[src/rtl/game_if.sv]
// Handshake bundle between the 1P game control unit and its environment
// (number generator, player input, display).
interface game_if;
    logic       START;
    logic       OK;
    logic [3:0] NUM;
    logic       ANS_VALID;
    logic [3:0] ANS;
    logic       READY_1P;
    logic [3:0] STATE;
    logic [3:0] Q;
    logic [3:0] SCORE;
    logic [1:0] LIFE;

    modport master (
        output START, OK, NUM, ANS_VALID, ANS,
        input  READY_1P, STATE, Q, SCORE, LIFE
    );

    modport slave (
        input  START, OK, NUM, ANS_VALID, ANS,
        output READY_1P, STATE, Q, SCORE, LIFE
    );
endinterface

[src/rtl/game_ctrl.sv]
// Control FSM for the 1P factorization game: requests a number, poses it,
// judges the player's factor answer and keeps score and lives.
module game_ctrl #(
    parameter int LAT         = 3,
    parameter int CNT_W       = 29,
    parameter int ANS_TIMEOUT = 500_000_000,
    parameter int HOLD        = 100_000_000,
    parameter int WIN_SCORE   = 5,
    parameter int LIVES       = 3
) (
    input  logic  CLK,
    input  logic  RST,
    game_if.slave bus
);

    typedef enum logic [3:0] {
        IDLE     = 4'b0000,
        REQ      = 4'b0001,
        WAIT_NUM = 4'b0010,
        ASK      = 4'b0011,
        JUDGE    = 4'b0100,
        DRAW     = 4'b0110,
        GOOD     = 4'b1000,
        OUCH     = 4'b1001,
        WIN      = 4'b1010,
        LOSE     = 4'b1011
    } state_t;

    localparam logic [CNT_W-1:0] LAT_LAST  = CNT_W'(LAT - 1);
    localparam logic [CNT_W-1:0] TO_LAST   = CNT_W'(ANS_TIMEOUT - 1);
    localparam logic [CNT_W-1:0] HOLD_LAST = CNT_W'(HOLD - 1);
    localparam logic [CNT_W-1:0] CNT_ZERO  = '0;
    localparam logic [CNT_W-1:0] CNT_ONE   = CNT_W'(1);
    localparam logic [1:0]       LIFE_INIT = 2'(LIVES);
    localparam logic [3:0]       WIN_THR   = 4'(WIN_SCORE);

    function automatic logic [3:0] sat_inc4(input logic [3:0] v);
        return (v == 4'hF) ? v : v + 4'd1;
    endfunction

    function automatic logic [1:0] sat_dec2(input logic [1:0] v);
        return (v == 2'd0) ? v : v - 2'd1;
    endfunction

    function automatic logic is_prime(input logic [3:0] v);
        case (v)
            4'd2, 4'd3, 4'd5, 4'd7, 4'd11, 4'd13: return 1'b1;
            default:                              return 1'b0;
        endcase
    endfunction

    // Primes expect the "no factor" answer 0; composites need a proper divisor.
    function automatic logic answer_ok(input logic [3:0] q, input logic [3:0] a);
        if (is_prime(q))
            return (a == 4'd0);
        if (a > 4'd1 && a < q)
            return ((q % a) == 4'd0);
        return 1'b0;
    endfunction

    state_t           state_q, state_d;
    logic             ready_q, ready_d;
    logic [3:0]       q_q, q_d;
    logic [3:0]       ans_q, ans_d;
    logic [3:0]       score_q, score_d;
    logic [1:0]       life_q, life_d;
    logic [CNT_W-1:0] cnt_q, cnt_d;

    always_comb begin
        state_d = state_q;
        q_d     = q_q;
        ans_d   = ans_q;
        score_d = score_q;
        life_d  = life_q;
        cnt_d   = cnt_q;

        case (state_q)
            IDLE: begin
                cnt_d = CNT_ZERO;
                if (bus.START) begin
                    score_d = 4'd0;
                    life_d  = LIFE_INIT;
                    state_d = REQ;
                end
            end

            REQ: begin
                cnt_d   = CNT_ZERO;
                state_d = WAIT_NUM;
            end

            // Counter parks at LAT-1 until the generator reports OK.
            WAIT_NUM: begin
                if (cnt_q == LAT_LAST) begin
                    if (bus.OK) begin
                        q_d     = bus.NUM;
                        cnt_d   = CNT_ZERO;
                        state_d = ASK;
                    end
                end else begin
                    cnt_d = cnt_q + CNT_ONE;
                end
            end

            ASK: begin
                if (q_q < 4'd2) begin
                    cnt_d   = CNT_ZERO;
                    state_d = DRAW;
                end else if (bus.ANS_VALID) begin
                    ans_d   = bus.ANS;
                    cnt_d   = CNT_ZERO;
                    state_d = JUDGE;
                end else if (cnt_q == TO_LAST) begin
                    life_d  = sat_dec2(life_q);
                    cnt_d   = CNT_ZERO;
                    state_d = OUCH;
                end else begin
                    cnt_d = cnt_q + CNT_ONE;
                end
            end

            JUDGE: begin
                cnt_d = CNT_ZERO;
                if (answer_ok(q_q, ans_q)) begin
                    score_d = sat_inc4(score_q);
                    state_d = GOOD;
                end else begin
                    life_d  = sat_dec2(life_q);
                    state_d = OUCH;
                end
            end

            // Running out of lives takes priority over reaching the win score.
            DRAW, GOOD, OUCH: begin
                if (cnt_q == HOLD_LAST) begin
                    cnt_d = CNT_ZERO;
                    if (life_q == 2'd0)
                        state_d = LOSE;
                    else if (score_q >= WIN_THR)
                        state_d = WIN;
                    else
                        state_d = REQ;
                end else begin
                    cnt_d = cnt_q + CNT_ONE;
                end
            end

            WIN, LOSE: begin
                if (cnt_q == HOLD_LAST) begin
                    cnt_d   = CNT_ZERO;
                    state_d = IDLE;
                end else begin
                    cnt_d = cnt_q + CNT_ONE;
                end
            end

            default: begin
                cnt_d   = CNT_ZERO;
                state_d = IDLE;
            end
        endcase

        ready_d = (state_d == REQ);
    end

    always_ff @(posedge CLK or posedge RST) begin
        if (RST) begin
            state_q <= IDLE;
            ready_q <= 1'b0;
            q_q     <= 4'd0;
            ans_q   <= 4'd0;
            score_q <= 4'd0;
            life_q  <= LIFE_INIT;
            cnt_q   <= CNT_ZERO;
        end else begin
            state_q <= state_d;
            ready_q <= ready_d;
            q_q     <= q_d;
            ans_q   <= ans_d;
            score_q <= score_d;
            life_q  <= life_d;
            cnt_q   <= cnt_d;
        end
    end

    assign bus.READY_1P = ready_q;
    assign bus.STATE    = state_q;
    assign bus.Q        = q_q;
    assign bus.SCORE    = score_q;
    assign bus.LIFE     = life_q;

endmodule

[src/flat_wrapper.sv]
// flat-port wrapper written by rule: the top's interface ports become plain ports
module game_ctrl_flat 
#(
    parameter int LAT         = 3,
    parameter int CNT_W       = 29,
    parameter int ANS_TIMEOUT = 500_000_000,
    parameter int HOLD        = 100_000_000,
    parameter int WIN_SCORE   = 5,
    parameter int LIVES       = 3
)
  (CLK, RST, bus_START, bus_OK, bus_NUM, bus_ANS_VALID, bus_ANS, bus_READY_1P, bus_STATE, bus_Q, bus_SCORE, bus_LIFE);
  game_if bus_i ();
  input  logic CLK;
  input  logic RST;
  input wire logic [$bits(bus_i.START)-1:0] bus_START;
  input wire logic [$bits(bus_i.OK)-1:0] bus_OK;
  input wire logic [$bits(bus_i.NUM)-1:0] bus_NUM;
  input wire logic [$bits(bus_i.ANS_VALID)-1:0] bus_ANS_VALID;
  input wire logic [$bits(bus_i.ANS)-1:0] bus_ANS;
  output wire logic [$bits(bus_i.READY_1P)-1:0] bus_READY_1P;
  output wire logic [$bits(bus_i.STATE)-1:0] bus_STATE;
  output wire logic [$bits(bus_i.Q)-1:0] bus_Q;
  output wire logic [$bits(bus_i.SCORE)-1:0] bus_SCORE;
  output wire logic [$bits(bus_i.LIFE)-1:0] bus_LIFE;
  assign bus_i.START = bus_START;
  assign bus_i.OK = bus_OK;
  assign bus_i.NUM = bus_NUM;
  assign bus_i.ANS_VALID = bus_ANS_VALID;
  assign bus_i.ANS = bus_ANS;
  assign bus_READY_1P = bus_i.READY_1P;
  assign bus_STATE = bus_i.STATE;
  assign bus_Q = bus_i.Q;
  assign bus_SCORE = bus_i.SCORE;
  assign bus_LIFE = bus_i.LIFE;
  game_ctrl #(.LAT(LAT), .CNT_W(CNT_W), .ANS_TIMEOUT(ANS_TIMEOUT), .HOLD(HOLD), .WIN_SCORE(WIN_SCORE), .LIVES(LIVES)) u_core (.CLK(CLK), .RST(RST), .bus(bus_i));
endmodule
[config.mk]
export PLATFORM = sky130hd
export DESIGN_NAME = game_ctrl_flat
export DESIGN_NICKNAME = d
export VERILOG_FILES = /design/src/rtl/game_if.sv /design/src/rtl/game_ctrl.sv /design/src/flat_wrapper.sv
export SDC_FILE = /design/constraint.sdc
export NUM_CORES = 1
export LEC_CHECK = 0
export CORE_MARGIN = 2
export CORE_UTILIZATION = 63
export DETAILED_ROUTE_END_ITERATION = 6
export GPL_TIMING_DRIVEN = 0
export PLACE_DENSITY = 0.9
export SYNTH_ARGS = -nofsm -noshare
export SYNTH_HDL_FRONTEND = slang
export SYNTH_SLANG_ARGS = --single-unit
[constraint.sdc]
create_clock -name CLK -period 11.97 [get_ports CLK]
set_clock_uncertainty 0.15 [all_clocks]
set_input_delay 2.394 -clock CLK [delete_from_list [all_inputs] [get_ports CLK]]
set_output_delay 2.394 -clock CLK [all_outputs]
set_load 0.01 [all_outputs]
[Word-level counts from Yosys, hierarchy flattened]
Cells that the tools add are included.
W data, S select, Z words.
Operators by class
  $add $sub $neg: 3
  divide/modulo/power cells: 1
  $lt $le $gt $ge: 4
  equality and inequality tests: 28
  multiplexer cells: 42
  bitwise logic cells: 1
  reduce and logical (&&, ||, !) cells: 15
Operators by type and width (count)
  $mux W29: 6
  $pmux W29 S3: 1
  $mux W4: 13
  $add A29 B1 Y29 const B: 1
  $eq A29 B2 Y1 const B: 1
  $eq A29 B27 Y1 const B: 1
  $eq A29 B29 Y1 const B: 1
  $eq A4 B4 Y1 const B: 7
  $pmux W4 S7: 1
  $eq A4 B2 Y1 const B: 4
  $eq A4 B3 Y1 const B: 4
  $mux W1: 13
  $logic_not A4 Y1: 3
  $mux W2: 6
  $ne A2 B2 Y1 const B: 5
  $eq A4 B1 Y1 const B: 2
  $pmux W4 S2: 1
  $pmux W2 S3: 1
  $reduce_and A3 Y1: 2
  $reduce_and A6 Y1: 1
  $reduce_or A6 Y1: 1
  $reduce_or A5 Y1: 1
  $add A4 B1 Y4 const B: 1
  $ge A4 B3 Y1 const B: 1
  15 further kinds: 16
Storage, ports and cells
  flip-flop bits (word level): 48
  input bits: 13
  output and inout port bits: 15
  word-level logic and storage cells: 101

[Depth between registers and ports, before layout]
Gate-level depths: netlist of the first run.
  word-level depth: 14
  depth in mapped cells: 21
  gate-level depth less buffers: 21

[Worst setup path before layout of the first run]
Ideal clock, no wire load.
  path type: register -> register
  start point: register u_core.ans_q[0]
  end point: register u_core.ready_q, in the netlist u_core.bus.READY_1P
  library setup time: 0.126 ns
  arrival time: 5.204 ns
  required time: 11.694 ns
  slack: 6.490 ns
  stages on the path, launching flop included: 21
  buffers on the path: 0
  clock period less this slack: 5.480 ns
  path through: dfrtp_1 -> inv_1 -> ha_1 -> or4b_2 -> a22oi_1 -> ha_1 -> or2_2 -> nand3_1 -> mux2_2 -> ha_1 -> o211ai_1 -> a21oi_1 -> mux2i_1 -> inv_1 -> fa_1 -> a31o_2 -> nor2b_1 -> o41a_1 -> o21a_1 -> a221o_1 -> nor4b_4
Between the ends
  cells in the longest elaborated chain, start to end: 11
  elaborated cells on any way between the ends: 17
  classes of those cells: div: 1; order compare: 2; eq/ne: 1; mux: 10; reduce/logical: 3
RTL lines
  start, declared: line game_ctrl.sv:64  | logic [3:0] ans_q, ans_d;
  start signal, assigned: line game_ctrl.sv:179  | ans_q <= ans_d;
  parallel branches: the longest is 6 deep, another holds $mod A4 B4 Y4
  $mux W1 *: line game_ctrl.sv:56  | if (a > 4'd1 && a < q)
  $mux W1 *: line game_ctrl.sv:77  | case (state_q)
  $mux W1 *: line game_ctrl.sv:124  | if (answer_ok(q_q, ans_q)) begin
  $pmux W4 S7 *: line game_ctrl.sv:77
  named net u_core.state_d[0]: line game_ctrl.sv:61  | state_t state_q, state_d;
  $eq A4 B1 Y1 *: line game_ctrl.sv:163  | ready_d = (state_d == REQ);
  named net u_core.ready_d: line game_ctrl.sv:62  | logic ready_q, ready_d;
  end signal, assigned: line game_ctrl.sv:177  | ready_q <= ready_d;
  end, declared: line game_ctrl.sv:62
Mark *: on every way through the listed nets, which the timed path passes. The select of a mux whose other input is x is not followed.
A chain may end at the register's enable or synchronous reset.

[Worst setup path after layout of the first run]
Ends and elaborated chain as after synthesis.

==> results of run 1 <==
==> layout make-up <==
class                   count  share of cell area (%)
multi-input cells         286                    51.6
clock buffers               5                    1.84
repair buffers             28                    7.78
flip-flops and latches     48                    32.2
clock inverters             3                    1.14
well taps                  70                    2.35
inverters                  21                    2.11
plain buffers               8                   0.972
==> cells in the mapped netlist, types with 3 or more instances <==
master	instances
ha_1	22
mux2_2	4
nand4_1	8
clkbuf_1	3
o22ai_1	3
nor2b_1	4
and3_1	9
xnor2_1	11
nand2b_1	5
or3_1	3
dfrtp_1	46
a31oi_1	3
nand3_1	21
buf_2	4
and2_1	3
inv_1	21
nor2_1	46
mux2i_1	4
nor4_1	9
a21oi_1	12
nand2_1	29
nor3_1	10
xor2_1	20
o21ai_0	16
==> metrics by stage <==
step,utilization [%],instance area (sq um)
finish,74.0,3730
global route,74.0,3730
CTS,74.0,3730
detailed placement,71.8,3620
global placement,71.4,3600
floorplan,-,3240
==> metal layers <==
metal | share of wire [%] | vias to the layer above | routed length [microns]
met4 | 2.5 | 0 | 182
li1 | - | 1353 | -
met1 | 41 | 1344 | 3040
met3 | 4.3 | 19 | 318
met2 | 52 | 94 | 3820
met5 | 0 | - | 0
==> logic make-up after synthesis <==
kind of cell,after synthesis
multiplexers,9
AO/OA/AOI/OAI,57
AND/OR/NAND/NOR,166
adder cells (fa/ha/maj),23
buffers and inverters,29
XOR/XNOR,31
flip-flops,48
==> tightest hold or removal path, stage by stage (launching register included) <==
cell and delay [ps]:
dfstp_2 380, inv_1 90, mux2i_1 80
==> registers in the layout, indices dropped and copies added, names as in the netlist <==
register and flops:
u_core.ans_q 4, u_core.bus.LIFE 2, u_core.bus.Q 4, u_core.bus.READY_1P 1
u_core.bus.SCORE 4, u_core.bus.STATE 4, u_core.cnt_q 29
==> where the power goes <==
part	internal, mW	switching [mW]
Clock	0.0619	0.0576
Sequential	0.203	0.0594
Combinational	0.117	0.124
Total	0.382	0.241
==> worst max path at each step <==
stage | start | end | slack [ps] | cells after the start
global placement | u_core.ans_q[0] | u_core.bus.READY_1P | 6110 | 20
detailed placement | u_core.ans_q[0] | u_core.bus.READY_1P | 6020 | 20
floorplan | u_core.ans_q[0] | u_core.bus.READY_1P | 6490 | 20
CTS | u_core.ans_q[0] | u_core.bus.READY_1P | 5950 | 20
finish | u_core.ans_q[0] | u_core.bus.READY_1P | 5870 | 20
global route | u_core.ans_q[0] | u_core.bus.READY_1P | 5590 | 20
==> cell usage in the layout (no fill, tap or decap), types with 3 or more instances in the layout <==
cell type,Yosys,routed
xor2_1,20,20
o22ai_1,3,3
xnor2_1,11,11
nand2_1,29,29
nor2_1,46,46
nand4_1,8,8
inv_1,21,20
mux2i_1,4,4
nor3_1,10,10
and2_1,3,3
or3_1,3,3
clkdlybuf4s50_1,0,27
ha_1,22,22
mux2_2,4,4
clkbuf_8,0,5
nand2b_1,5,5
o21ai_0,16,16
nand3_1,21,21
nor2b_1,4,4
a31oi_1,3,3
buf_2,4,4
and3_1,9,9
nor4_1,9,9
dfrtp_1,46,46
clkbuf_1,3,3
a21oi_1,12,12
==> results.toml, run 1 <==
[yosys]
avgSynthCellArea_sq_um = 8.93
synth_ff_type = "dfrtp_1"
synth_compound_area_share_pct = 11.6
yosysUniqueCellTypes = 60
synth_edf_count = 0
syn_nets = 399
syn_inst = 363
async_reset_ff_share_pct = 100
synthMuxAreaShare_pct = 3.09
synthTopCellsByArea = "dfrtp_1, ha_1, xor2_1"
synth_top_family_by_area = "simple AND/OR/NAND/NOR gates"
yosys.area.top_type = "dfrtp_1"
ys_warn_count = 0
synthAdderAreaFrac_pct = 9.10
synth.cell_area_sq_um = 3240
ys_seq_elements = 48
synth-simple-area-share_pct = 27.2
netlist.area_leader.share_pct = 35.5
yosysSeqAreaShare_pct = 37.1
synth_xor_area_share_pct = 8.37

[flow_run]
max-cap-violations = 0

[power]
power_mw = 0.623
power.leakage_nw = 1.63
p_per_area_nw_per_um2 = 167
irDropWorstVdd_mv = 0.118

[clocking]
cts_buffers = 5
tritoncts = "built"
clock_latency_ps = 310
ctsRootBufferMaster = "clkbuf_8"
ctsLongestPathBuffers = 2
clock-sinks = 48
clkTransAtPathRegs_ps = 100
h-tree-depth = 2
hold_buffers = 0
post_cts_buffers = 0
post_cts_resize_count = 0

[floorplanning]
fp.dieH_microns = 75.8
design.core.area_sq_um = 5040
start_util_pct = 64.3
io-pin-count = 28
die_w_microns = 75.8
fp.dieArea_sq_um = 5740
rows = 26

[min_path]
hp-class = "register to register"
worstHoldEndpoint = "u_core.bus.LIFE[0]"
min_from = "u_core.bus.LIFE[0]"
hold_depth = 2

[timing]
rsz0062_at_grt = "no"
whs_ps = 395
max_freq_mhz = 164
setup_violations = 0
period_needed_ps = 6100
drv_slew = 0
finalWorstSetupSlack_ps = 5870
relSlewSlack_pct = 42.1
tightest_slew_ps = 860
tns_ps = 0
period_share_pct = 50.9
hold_viol = 0

[worst_setup_path]
critPathArrivalTime_ps = 6150
cpPeakStageDelay_ps = 580
rrSetupSlack_ps = 5870
path_delay_family = "compound AO/OA/AOI/OAI gates"
critPathBufInv = 2
cp.required_ps = 12020
reg2reg_from = "u_core.ans_q[0]"
slowest_stage = "or4b_2"
worstPathCellList = "inv_1 > ha_1 > or4b_2 > a22oi_1 > ha_1 > or2_2 > nand3_1 > mux2_2 > ha_1 > o211ai_1 > a21oi_1 > mux2i_1 > inv_1 > fa_1 > a31o_2 > nor2b_1 > o41a_1 > o21a_1 > a221o_1 > nor4b_4"
crit_top_cell = "ha_1"
critical_path_class = "register to register"
cp-start-kind = "register"
r2r-end = "u_core.bus.READY_1P"
worstPathMaxFanout = 6
rr_worst_depth = 20
cp-end-kind = "register"

[layout]
insertedDiodeCount = 0
fin_cells = 469
multi_input_area_sq_um = 1920
syn2layout_area_growth_pct = 15.1
final_layout_size_suffix_gt1_share_pct = 9.52
fillCellCount = 362
layout.nets = 434
seqCellArea_sq_um = 1200

[route]
final_antenna_net_count = 0
wl_per_cell_microns = 15.7
via_per_inst = 5.99
drtIter0Drc = 322
vias = 2810
drc_errors = 0
firstDrtPassIters = 4
routed_wl_microns = 7370

[grt]
grt_pass1_vias = 2643
met1_usage_pct = 34.1
track_usage_pct = 27.5
grt_overflow_total = 0
grt_max_degree = 41
antenna_found_initial = 0
grt.met3_usage_pct = 4.37
grtUsageMet2_pct = 47.5
grt_first_pass_wirelength_microns = 11900
busiest_layer = "met2"

[place]
place_ws_ps = 6020
gp_congestion = 0.908
dp_hpwl_microns = 5480
io_buffers = 27
dp.cells = 461

[outcome]
outcome = "completed"
Power figures use the tool's default switching activity.
==> run 2: changes to the inputs <==
CORE_UTILIZATION = 53   (was 63)
PLACE_DENSITY = 0.81   (was 0.9)
clock period = 5.6 ns   (was 11.97 ns; I/O delays follow)
==> run 2 against run 1 <==
Effect of this change:
- worst setup slack worse by 5700 ps
- wire length is 5.8% higher
- critical path depth increased by 2
- register-to-register slack lost 5700 ps
- combinational power rose by 140%
- sequential share of layout area fell by 1.5 points
- clock power grew to 2.9 times the previous value
- power rose by 140%
- die area up 18%
- clock-buffer cell count is the same
- via count rose by 4.2%
- critical path type unchanged
==> results.toml, run 2 (synthesis gave the netlist of run 1 again) <==
[grt]
grt_pass1_vias = 2822
grtUsageMet2_pct = 40.3
grt_max_degree = 32
grt_overflow_total = 0
track_usage_pct = 23.7
antenna_found_initial = 0
grt_first_pass_wirelength_microns = 12500
met1_usage_pct = 29.7
busiest_layer = "met2"
grt.met3_usage_pct = 5.00

[power]
irDropWorstVdd_mv = 0.223
intPower_mw = 0.944
p_per_area_nw_per_um2 = 380
p_comb_share_pct = 38.7
power.leakage_nw = 1.70
switchingPower_mw = 0.541
sw_frac_of_total_pct = 36.4
seqPwrFrac_pct = 38.0
clockPowerShare_pct = 23.3
power_mw = 1.49

[worst_setup_path]
crit_path_end = "u_core.bus.READY_1P"
critPathArrivalTime_ps = 5460
worstPathMaxFanout = 4
cp-end-kind = "register"
cp.required_ps = 5650
rr_worst_depth = 22
rrSetupSlack_ps = 200
critical_path_class = "register to register"
reg2reg_from = "u_core.ans_q[0]"
cp-start-kind = "register"
cp_num_cells = 22
slowest_stage = "or4b_4"
r2r-end = "u_core.bus.READY_1P"
path_delay_family = "compound AO/OA/AOI/OAI gates"
worstPathCellList = "inv_2 > ha_1 > or4b_4 > a22oi_2 > ha_1 > or2_4 > nand3_1 > mux2_4 > ha_4 > o211ai_1 > a21oi_2 > buf_4 > inv_1 > a22o_1 > ha_4 > o21ai_0 > a31o_2 > nor2b_1 > o41a_1 > o21a_2 > a221o_1 > nor4b_4"
critPathBufInv = 3
critPathLaunch = "u_core.ans_q[0]"
cpPeakStageDelay_ps = 470

[outcome]
outcome = "completed"

[floorplanning]
io-pin-count = 28
fp.dieH_microns = 82.2
rows = 28
die_w_microns = 82.2
design.core.area_sq_um = 5920
fp.dieArea_sq_um = 6760
start_util_pct = 54.8

[timing]
rsz0062_at_grt = "no"
tightest_slew_ps = 869
setup_violations = 0
whs_ps = 395
relSlewSlack_pct = 41.6
period_share_pct = 96.5
hold_viol = 0
period_needed_ps = 5400
drv_slew = 0
max_freq_mhz = 185
finalWorstSetupSlack_ps = 198

[place]
io_buffers = 27
dp.cells = 466
gp_congestion = 0.851
place_ws_ps = -465
dp_hpwl_microns = 5460

[clocking]
ctsLongestPathBuffers = 2
cts_buffers = 5
clock-sinks = 48
clock_latency_ps = 310
ctsRootBufferMaster = "clkbuf_8"
tritoncts = "built"
h-tree-depth = 2
clkTransAtPathRegs_ps = 100

[layout]
fin_cells = 482
fillCellCount = 466
largest_reg_flops = 29
mostFrequentLayoutCells = "nor2_1, dfrtp_1, nand2_1"
layout.nets = 442
final_layout_size_suffix_gt1_share_pct = 14.0
largest-register = "u_core.cnt_q"
syn2layout_area_growth_pct = 20.6
final_common_cell = "nor2_1"
insertedDiodeCount = 0

[route]
wl_per_cell_microns = 16.2
via_per_inst = 6.07
drtIter0Drc = 260
firstDrtPassIters = 5
drc_errors = 0
routed_wl_microns = 7800
vias = 2928
final_antenna_net_count = 0

[flow_run]
max-cap-violations = 0

[min_path]
hp-class = "register to register"
==> run 2: cell types whose count changed in the layout (fill, tap and decap cells not counted), sizes merged <==
cell | before | now
bufinv | 1 | 3
clkinvlp | 1 | 0
clkinv | 1 | 0
buf | 5 | 13
==> run 2: worst min path at each step <==
stage,startpoint,endpoint,slack (ps),cells past startpoint
6_report,u_core.bus.LIFE[0],u_core.bus.LIFE[0],390,2
5_1_grt,u_core.bus.LIFE[0],u_core.bus.LIFE[0],420,2
4_1_cts,u_core.bus.LIFE[0],u_core.bus.LIFE[0],400,2
3_5_place_dp,u_core.bus.LIFE[0],u_core.bus.LIFE[0],380,2
3_3_place_gp,u_core.bus.LIFE[0],u_core.bus.LIFE[0],370,2
2_1_floorplan,u_core.cnt_q[1],u_core.cnt_q[1],370,2
==> run 2: metal layers <==
metal  vias up  wire length (microns)
met1      1417                   3420
met5         -                      0
met4         0                    153
met2       122                   3830
met3        16                    399
li1       1373                      -
==> run 2: area by class of cell <==
class / instances / area, sq um / share of cell area [%]
Buffer: 8 / 36.3 / 0.927
Clock buffer: 5 / 68.8 / 1.76
Clock inverter: 3 / 90.1 / 2.30
Inverter: 21 / 78.8 / 2.01
Multi-Input combinational cell: 286 / 1990 / 50.8
Sequential cell: 48 / 1200 / 30.8
Tap cell: 75 / 93.8 / 2.40
Timing Repair Buffer: 36 / 350 / 8.95
==> run 2: repair_timing <==
| item | 4_1_cts | 5_1_grt |
|---|---|---|
| hold buffers | 0 | 0 |
| setup endpoints to repair | 8 | 8 |
| pin swaps | 1 | 6 |
| setup buffers | 3 | 5 |
| resized for setup | 8 | 7 |
| endpoints found under the hold margin | 0 | 0 |
==> run 2: worst min-delay path: cells and delay by family, from the launching register on <==
kind | cells | cell delay (ps)
DFF | 1 | 380
muxes | 1 | 80
buffers and inverters | 1 | 90
==> run 2: power by group through the flow <==
stage / registers (mW) / clock network [mW] / logic [mW]
global placement: 0.560 / 0 / 0.480
global route: 0.580 / 0.365 / 0.639
detailed placement: 0.564 / 0 / 0.506
CTS: 0.559 / 0.349 / 0.533
finish: 0.564 / 0.346 / 0.575
floorplan: 0.543 / 0 / 0.363
==> run 2: metrics by stage <==
step                util [%]  setup TNS (ps)  cell area, sq um
floorplan                  -               0              3240
global placement        60.9           -1950              3610
detailed placement      61.3           -3190              3630
CTS                     64.8               0              3840
global route            66.1               0              3910
finish                  66.1               0              3910
